[config.mk]
export PLATFORM = sky130hd
export DESIGN_NAME = ov7725_sccb_wr
export DESIGN_NICKNAME = d
export VERILOG_FILES = /design/src/rtl/ov7725_sccb_wr_pkg.sv /design/src/rtl/ov7725_sccb_wr_qtr_tick.sv /design/src/rtl/ov7725_sccb_wr.sv
export SDC_FILE = /design/constraint.sdc
export NUM_CORES = 1
export LEC_CHECK = 0
export CAP_MARGIN = 20
export CORE_ASPECT_RATIO = 1.75
export CORE_UTILIZATION = 25
export DETAILED_ROUTE_END_ITERATION = 16
export PLACE_DENSITY_LB_ADDON = 0.3
export SYNTH_ARGS = -nofsm -noshare
export SYNTH_HDL_FRONTEND = slang
export SYNTH_SLANG_ARGS = --single-unit
[constraint.sdc]
create_clock -name sys_clk -period 3.9 [get_ports sys_clk]
set_input_delay 0.585 -clock sys_clk [delete_from_list [all_inputs] [get_ports sys_clk]]
set_output_delay 0.585 -clock sys_clk [all_outputs]
set_load 0.01 [all_outputs]
[src/rtl/ov7725_sccb_wr_pkg.sv]
// Shared constants for the OV7725 SCCB register writer: state codes, bit/byte
// phase sizes, the default device ID and the per-quarter pin decode.
package ov7725_sccb_wr_pkg;

    localparam logic [7:0] DEV_ID_OV7725 = 8'h42;

    localparam int QTRS_PER_BIT  = 4;
    localparam int BITS_PER_BYTE = 8;
    localparam logic [1:0] QTR_LAST = 2'(QTRS_PER_BIT - 1);
    localparam logic [2:0] BIT_LAST = 3'(BITS_PER_BYTE - 1);

    localparam logic [3:0] ST_IDLE  = 4'd0;
    localparam logic [3:0] ST_START = 4'd1;
    localparam logic [3:0] ST_ID    = 4'd2;
    localparam logic [3:0] ST_ACK1  = 4'd3;
    localparam logic [3:0] ST_ADDR  = 4'd4;
    localparam logic [3:0] ST_ACK2  = 4'd5;
    localparam logic [3:0] ST_DATA  = 4'd6;
    localparam logic [3:0] ST_ACK3  = 4'd7;
    localparam logic [3:0] ST_STOP  = 4'd8;
    localparam logic [3:0] ST_DONE  = 4'd9;

    typedef struct packed {
        logic scl;
        logic sda;
        logic oe;
    } sccb_pins_t;

    localparam sccb_pins_t PINS_IDLE = '{scl: 1'b1, sda: 1'b1, oe: 1'b0};

    // Pin levels for one quarter of a bit; SDA only moves while SCL is low,
    // except the START fall (q1) and the STOP rise (q2).
    function automatic sccb_pins_t pins_for(input logic [3:0] st, input logic [1:0] q,
                                            input logic b);
        sccb_pins_t p;
        p = PINS_IDLE;
        case (st)
            ST_START: begin
                p.oe  = 1'b1;
                p.scl = (q <= 2'd1);
                p.sda = (q == 2'd0);
            end
            ST_ID, ST_ADDR, ST_DATA: begin
                p.oe  = 1'b1;
                p.sda = b;
                p.scl = (q == 2'd1) || (q == 2'd2);
            end
            ST_ACK1, ST_ACK2, ST_ACK3: begin
                p.oe  = 1'b0;
                p.sda = 1'b1;
                p.scl = (q == 2'd1) || (q == 2'd2);
            end
            ST_STOP: begin
                p.oe  = 1'b1;
                p.scl = (q != 2'd0);
                p.sda = (q >= 2'd2);
            end
            default: ;
        endcase
        return p;
    endfunction

endpackage

[src/rtl/ov7725_sccb_wr_qtr_tick.sv]
// Quarter-bit tick generator: one-cycle tick every DIV enabled cycles,
// held at zero while disabled so each transfer starts on a fresh count.
module sccb_qtr_tick #(
    parameter int DIV = 50
) (
    input  logic clk,
    input  logic rst,
    input  logic en,
    output logic tick
);

    localparam logic [9:0] LAST = 10'(DIV - 1);

    logic [9:0] cnt_q;

    always_ff @(posedge clk) begin
        if (rst || !en) begin
            cnt_q <= '0;
        end else if (cnt_q == LAST) begin
            cnt_q <= '0;
        end else begin
            cnt_q <= cnt_q + 10'd1;
        end
    end

    assign tick = en && (cnt_q == LAST);

endmodule

[src/rtl/ov7725_sccb_wr.sv]
// SCCB 3-phase write master for the OV7725: sends DEV_ID, register address and
// register value, checks the don't-care ACK slots, and pulses cfg_end when done.
module ov7725_sccb_wr
    import ov7725_sccb_wr_pkg::*;
#(
    parameter logic [7:0] DEV_ID  = DEV_ID_OV7725,
    parameter int         QTR_DIV = 50
) (
    input  logic        sys_clk,
    input  logic        sys_rst,
    input  logic        cfg_start,
    input  logic [15:0] cfg_data,
    output logic        cfg_end,
    output logic        busy,
    output logic        ack_err,
    output logic        sccb_scl,
    output logic        sda_o,
    output logic        sda_oe,
    input  logic        sda_i,
    output logic [3:0]  state_dbg
);

    // Handshake: cfg_start is taken only when idle (busy=0); busy then stays
    // high through the single cfg_end cycle, and a new start is legal right after.
    logic [3:0]  state_q, state_d;
    logic [1:0]  qtr_q, qtr_d;
    logic [2:0]  bit_q, bit_d;
    logic [15:0] data_q, data_d;
    logic        ack_err_q, ack_err_d;
    logic        end_q, busy_q;
    sccb_pins_t  pins_q;

    logic        accept, tick_en, tick, is_ack;
    logic [7:0]  byte_d;
    logic        bit_val_d;

    assign accept  = (state_q == ST_IDLE) && cfg_start;
    assign tick_en = accept || ((state_q != ST_IDLE) && (state_q != ST_DONE));
    assign is_ack  = state_q inside {ST_ACK1, ST_ACK2, ST_ACK3};

    sccb_qtr_tick #(.DIV(QTR_DIV)) u_qtr_tick (
        .clk  (sys_clk),
        .rst  (sys_rst),
        .en   (tick_en),
        .tick (tick)
    );

    always_comb begin
        state_d   = state_q;
        qtr_d     = qtr_q;
        bit_d     = bit_q;
        data_d    = data_q;
        ack_err_d = ack_err_q;
        case (state_q)
            ST_IDLE: begin
                if (cfg_start) begin
                    state_d = ST_START;
                    qtr_d   = 2'd0;
                    bit_d   = 3'd0;
                    data_d  = cfg_data;
                end
            end
            ST_DONE: state_d = ST_IDLE;
            default: begin
                if (tick) begin
                    qtr_d = qtr_q + 2'd1;
                    if (is_ack && (qtr_q == 2'd2) && sda_i) begin
                        ack_err_d = 1'b1;
                    end
                    if (qtr_q == QTR_LAST) begin
                        case (state_q)
                            ST_START: state_d = ST_ID;
                            ST_ID, ST_ADDR, ST_DATA: begin
                                bit_d = bit_q + 3'd1;
                                if (bit_q == BIT_LAST) begin
                                    state_d = state_q + 4'd1;
                                end
                            end
                            ST_ACK1: state_d = ST_ADDR;
                            ST_ACK2: state_d = ST_DATA;
                            ST_ACK3: state_d = ST_STOP;
                            ST_STOP: state_d = ST_DONE;
                            default: state_d = ST_IDLE;
                        endcase
                    end
                end
            end
        endcase
    end

    // Pins are decoded from the next state so the registered outputs line up
    // with the state they belong to.
    always_comb begin
        case (state_d)
            ST_ID:   byte_d = DEV_ID;
            ST_ADDR: byte_d = data_d[15:8];
            default: byte_d = data_d[7:0];
        endcase
        bit_val_d = byte_d[3'd7 - bit_d];
    end

    always_ff @(posedge sys_clk) begin
        if (sys_rst) begin
            state_q   <= ST_IDLE;
            qtr_q     <= 2'd0;
            bit_q     <= 3'd0;
            data_q    <= 16'd0;
            ack_err_q <= 1'b0;
            end_q     <= 1'b0;
            busy_q    <= 1'b0;
            pins_q    <= PINS_IDLE;
        end else begin
            state_q   <= state_d;
            qtr_q     <= qtr_d;
            bit_q     <= bit_d;
            data_q    <= data_d;
            ack_err_q <= ack_err_d;
            end_q     <= (state_d == ST_DONE);
            busy_q    <= (state_d != ST_IDLE);
            pins_q    <= pins_for(state_d, qtr_d, bit_val_d);
        end
    end

    assign cfg_end   = end_q;
    assign busy      = busy_q;
    assign ack_err   = ack_err_q;
    assign sccb_scl  = pins_q.scl;
    assign sda_o     = pins_q.sda;
    assign sda_oe    = pins_q.oe;
    assign state_dbg = state_q;

endmodule

Word-level counts from Yosys, hierarchy flattened
Cells that the tools add are included.
- add/sub/neg operators: 5
- magnitude comparators: 3
- equal/unequal tests: 25
- mux-type cells: 20
- bitwise gates (word level): 1
- reductions and logical operators: 21
- operators with widths (cell ; count):
    equality test 4 x 3 -> 1 bit (second input constant) ; 8
    2-to-1 mux 16 bit ; 2
    case mux 4 bit (6 select lines) ; 1
    equality test 4 x 2 -> 1 bit (second input constant) ; 4
    equality test 4 bit (second input constant) ; 4
    2-to-1 mux 4 bit ; 4
    case mux 8 bit (2 select lines) ; 1
    2-to-1 mux 3 bit ; 4
    case mux 3 bit (4 select lines) ; 1
    adder 10 x 1 -> 10 bit (second input constant) ; 1
    equality test 10 x 6 -> 1 bit (second input constant) ; 1
    OR reduction 3 bit ; 3
    equality test 4 x 1 -> 1 bit (second input constant) ; 2
    case mux 4 bit (2 select lines) ; 1
    nonzero test 4 bit ; 2
    equality test 2 bit (second input constant) ; 3
    case mux 3 bit (2 select lines) ; 1
    logical AND 1 bit ; 5
    adder 4 x 1 -> 4 bit (second input constant) ; 1
    logical NOT 4 bit ; 1
    < comparator 3 x 4 -> 1 bit (second input constant) ; 1
    2-to-1 mux 2 bit ; 2
    != test 4 bit (second input constant) ; 1
    case mux 2 bit (2 select lines) ; 1
    17 further kinds ; 20
- register bits after elaboration: 41
- bits of input ports: 20
- output and inout port bits: 10
- logic and storage cells: 86

Depth between registers and ports, before layout
- word-level depth: 11
- mapped depth: 14
- gate-level depth less buffers: 13

By module
A second synthesis with hierarchy kept.
- cells, all modules: 266
- area, all modules: 2311.0 um^2
- modules (own cells, without submodules) (module ; instances ; cells each ; area each (um^2) ; seq. area each (um^2)):
    ov7725_sccb_wr ; 1 ; 214 ; 1841.8 ; 620.6
    sccb_qtr_tick ; 1 ; 52 ; 469.2 ; 200.2

Worst setup path after synthesis
OpenSTA, ideal clock, no wires.
- kind: register to register
- from: reg state_q[0], in the netlist state_dbg[0]
- to: reg pins_q, in the netlist sda_o
- library setup time: 0.122 ns
- data arrival time: 2.758 ns
- data required time: 3.778 ns
- path slack: 1.020 ns
- cell stages (with the launch flop): 13
- buffers on the path: 1
- clock period less this slack: 2.880 ns
- path through: dfxtp_1 > inv_1 > ha_1 > buf_4 > inv_2 > o41a_4 > nand3_4 > mux2_4 > xnor2_2 > and2_4 > o221a_1 > o32ai_1 > a311o_1
- cells in the longest elaborated chain, start to end: 11
- elaborated cells between the ends (all ways): 48
- classes of those cells: add/sub: 2; order compare: 1; eq/ne: 18; mux: 17; reduce/logical: 10
- ends and longest elaborated chain (element ; RTL line ; source):
    start, declared ; ov7725_sccb_wr.sv:25 ; logic [3:0] state_q, state_d;
    start signal, assigned ; ov7725_sccb_wr.sv:113 ; state_q <= state_d;
    adder 4 x 1 -> 4 bit, or another cell as far along ; ov7725_sccb_wr.sv:76 ; state_d = state_q + 4'd1;
    2-to-1 mux 4 bit, or another cell as far along ; ov7725_sccb_wr.sv:75 ; if (bit_q == BIT_LAST) begin
    case mux 4 bit (6 select lines) / logical OR 1 bit (equally long branches) ; ov7725_sccb_wr.sv:71, ov7725_sccb_wr.sv:38 ;
    2-to-1 mux 4 bit / logical AND 1 bit (equally long branches) ; ov7725_sccb_wr.sv:70, ov7725_sccb_wr_qtr_tick.sv:26 ;
    2-to-1 mux 4 bit ; ov7725_sccb_wr.sv:65 ; if (tick) begin
    case mux 4 bit (2 select lines) ; ov7725_sccb_wr.sv:54 ; case (state_q)
    equality test 4 x 3 -> 1 bit / equality test 4 x 2 -> 1 bit (equally long branches) ; ov7725_sccb_wr_pkg.sv:37, ov7725_sccb_wr.sv:94 ;
    case mux 8 bit (2 select lines) ; ov7725_sccb_wr.sv:94 ; case (state_d)
    binary-select mux 1 bit (select 3 bit) ; ov7725_sccb_wr.sv:99 ; bit_val_d = byte_d[3'd7 - bit_d];
    2-to-1 mux 1 bit (not written as such) ; ov7725_sccb_wr.sv:99 ;
    case mux 3 bit (4 select lines) * ; ov7725_sccb_wr_pkg.sv:37 ; case (st)
    end signal, assigned ; ov7725_sccb_wr.sv:120 ; pins_q <= pins_for(state_d, qtr_d, bit_val_d);
    end, declared ; ov7725_sccb_wr.sv:31 ; sccb_pins_t pins_q;
Mark *: on every way between the ends. The rest lies on a longest branch, timed or not. The select of a mux whose other input is x is not followed.
A chain may end at the register's enable or synchronous reset.

Worst setup path in the final report
- from: reg u_qtr_tick.cnt_q[0]
- to: reg pins_q, in the netlist sda_o
- cells in the longest elaborated chain, start to end: 9
- elaborated cells between the ends (all ways): 25
- classes of those cells: add/sub: 1; order compare: 1; eq/ne: 9; mux: 10; reduce/logical: 4
- ends and longest elaborated chain (element ; RTL line ; source):
    start, declared ; ov7725_sccb_wr_qtr_tick.sv:14 ; logic [9:0] cnt_q;
    start signal, assigned ; ov7725_sccb_wr_qtr_tick.sv:22 ; cnt_q <= cnt_q + 10'd1;
    equality test 10 x 6 -> 1 bit * ; ov7725_sccb_wr_qtr_tick.sv:26 ; assign tick = en && (cnt_q == LAST);
    logical AND 1 bit * ; ov7725_sccb_wr_qtr_tick.sv:26 ;
    2-to-1 mux 4 bit ; ov7725_sccb_wr.sv:65 ;
    case mux 4 bit (2 select lines) ; ov7725_sccb_wr.sv:54 ;
    equality test 4 x 3 -> 1 bit / equality test 4 x 2 -> 1 bit (equally long branches) ; ov7725_sccb_wr_pkg.sv:37, ov7725_sccb_wr.sv:94 ;
    case mux 8 bit (2 select lines) ; ov7725_sccb_wr.sv:94 ;
    binary-select mux 1 bit (select 3 bit) ; ov7725_sccb_wr.sv:99 ;
    2-to-1 mux 1 bit (not written as such) ; ov7725_sccb_wr.sv:99 ;
    case mux 3 bit (4 select lines) * ; ov7725_sccb_wr_pkg.sv:37 ;
Marked as above.

==> flow_summary.yaml <==
run_status:
  status: "complete, no violations"
synth:
  synth_nets: 293
  synth_warnings: 0
  synth_edf_count: 0
  ys_ff_latch: 41
  synth_area_per_cell_um2: 8.97
  syn_area_mm2: 0.00233
  synth_top_area_cell: "dfxtp_1"
  synth.area.top_cells: "dfxtp_1, mux2i_1, ha_1"
  synth_cell_types: 56
  netlist_instances: 260
  yosysSeqAreaShare: 0.352
  ys.flop_type: "dfxtp_1"
  async_flop_share: 0
  yosysTopAreaCellShare: 0.352
detailed_routing:
  avgRoutedWirePerCell_um: 14.0
  detail-route-antenna-nets: 0
  vias: 1903
  vias_per_cell: 4.66
  drc: 0
  firstDrtPassIters: 4
  drt_wl_total_um: 5700
  drt_iter0_drc: 151
timing:
  rsz0062_at_grt: "no"
  fin_worst_skew_ns: 0.00393
  final-hold-violation-count: 0
  final-setup-viol-count: 0
  min_period_ns: 3.17
  fmax_ghz: 0.316
  tightestPinTransition_ns: 0.593
  timing.final.crit_share: 0.812
  relSlewSlack: 0.600
  slew_viol_final: 0
  fin_setup_tns_ns: 0
  holdWs_ns: 0.457
final_layout:
  stdcell_count: 408
  fin_util: 0.321
  drive_gt1_frac: 0.0972
  synthToLayoutAreaGrowth_pct: 24.5
  fill_cells: 960
  diodes: 0
  fin_nets: 321
placed_design:
  io_buffers: 29
  dp_cells: 401
  gp_congestion: 0.799
  detailed_place_hpwl_um: 4460
critical_path:
  cp_max_fo: 7
  cp_data_required_time_ns: 4.12
  worst-r2r-setup-slack_ns: 0.73
  startpoint_type: "register"
  timing.rr.start: "u_qtr_tick.cnt_q[0]"
  r2r_cells: 10
  arrival_ns: 3.39
  timing.rr.end: "sda_o"
  critPathKind: "register to register"
  worst_setup_path_end_kind: "register"
clock_tree:
  clock_path_buffers: 2
  clk_pin_slew_ns: 0.06
  cts_tree: "done"
  clock_latency_ns: 0.28
  ctsResizeCount: 0
  cts_buffers: 5
  cts_root_buffer: "clkbuf_16"
  cts_hold_buffers: 0
  htreeDepth: 2
  postCtsSetupBuffers: 0
  numClockSinks: 41
die:
  io_pins: 30
  initial_core_util: 0.258
  dieWidth_um: 75.0
  core_area_mm2: 0.00904
  die_y_um: 130
  num_rows: 46
  die_area_mm2: 0.00973
hold_path:
  hold_path_startpoint: "data_q[5]"
  hold_depth: 2
  hold_path.class: "register to register"
  whs_endpoint: "data_q[5]"
global_route:
  grt_pass1_vias: 1855
  gr-total-overflow: 0
  grt.total_usage: 0.128
  grt_pass1_wl_um: 8980
  grt_max_degree: 32
  antenna_found_initial: 0
job:
  cap_violations: 0
power:
  finalPower_uw: 1010
  p_leak_uw: 0.00117
  peakVddDrop_mv: 0.268
  power-per-cell-area_mw_per_mm2: 348
## area by class of cell
class	instances	area (µm²)	share of cell area
Sequential cell	41	821	0.283
Multi-Input combinational cell	194	1400	0.483
Tap cell	120	150	0.0517
Timing Repair Buffer	33	320	0.110
Clock buffer	5	125	0.0431
Inverter	13	48.8	0.0168
Clock inverter	2	35.0	0.0121
## sequential cells by signal (all words and copies together) (netlist names)
register and flops:
busy 1, sda_oe 1, sccb_scl 1, cfg_end 1
data_q 16, ack_err 1, u_qtr_tick.cnt_q 10, bit_q 3
qtr_q 2, sda_o 1, state_dbg 4
## metal layers
metal	vias up	track usage	routed length (µm)
met5	-	0	0
met1	886	0.126	2200
met4	0	0.0899	254
met3	13	0.0216	151
li1	967	-	-
met2	37	0.233	3090
## worst max-delay path by stage
stage                              from     to  slack, ns  depth (start not counted)
floorplan                  state_dbg[0]  sda_o       1.02                         12
global placement    u_qtr_tick.cnt_q[0]  sda_o       0.66                         10
detailed placement  u_qtr_tick.cnt_q[0]  sda_o       0.70                         10
CTS                 u_qtr_tick.cnt_q[0]  sda_o       0.65                         10
global route        u_qtr_tick.cnt_q[0]  sda_o       0.47                         10
finish              u_qtr_tick.cnt_q[0]  sda_o       0.73                         10
## cells in the mapped netlist, types with 2 or more instances
cell type and number:
nand3b_1 2, buf_2 5, xor2_1 5, nand4_1 3, o211ai_1 2, nand3_1 9
clkbuf_1 5, nand2b_1 3, nor2_1 41, and2_1 2, and2_4 2, xnor2_1 3
o211a_1 4, and3b_1 2, and3_1 2, a21oi_1 13, buf_4 2, inv_1 12
ha_1 13, mux2_2 2, nand2_1 21, mux2i_1 18, o32ai_1 2, nor2b_1 5
nor3_1 4, dfxtp_1 41, o21ai_0 8
## critical path, cell delays in order (launching register included)
cell and delay, ns:
dfxtp_1 0.40, ha_1 0.19, nor4b_4 0.26, nand4_1 0.28, o41ai_1 0.60, nor2_1 0.26
and2_4 0.25, and2_4 0.15, o221a_1 0.23, o32ai_1 0.28, a311o_1 0.20
## cell families (layout without fill, tap and decap cells)
logic type	count (synthesis)	count (layout)	synth area share
AO/OA/AOI/OAI	48	48	0.168
XOR/XNOR	9	9	0.0370
adder cells (fa/ha/maj)	13	13	0.0697
buffers and inverters	25	53	0.0461
flip-flops	41	41	0.352
multiplexers	21	21	0.0933
AND/OR/NAND/NOR	103	103	0.233
## metrics by stage
step	setup slack (ns)	area [µm²]
after CTS	0.648	2900
final	0.735	2900
after global routing	0.472	2900
after global placement	0.661	2740
after detailed placement	0.703	2740
after floorplan	1.02	2330
## placed cells by master, fill, tap and decap left out, types with 3 or more instances in the layout
master	netlist	final
nor2_1	41	41
dfxtp_1	41	41
clkdlybuf4s50_1	0	29
nand2_1	21	21
mux2i_1	18	18
a21oi_1	13	13
ha_1	13	13
inv_1	12	12
nand3_1	9	9
o21ai_0	8	8
xor2_1	5	5
nor2b_1	5	5
clkbuf_16	0	5
nor3_1	4	4
o211a_1	4	4
buf_4	2	4
xnor2_1	3	3
nand4_1	3	3
nand2b_1	3	3
## power breakdown
part	switching (µW)	internal, µW
clock	154	297
combinational	59.9	58.5
sequential	8.02	435
total	222	790
No activity file was read; power rests on OpenSTA's default activity.
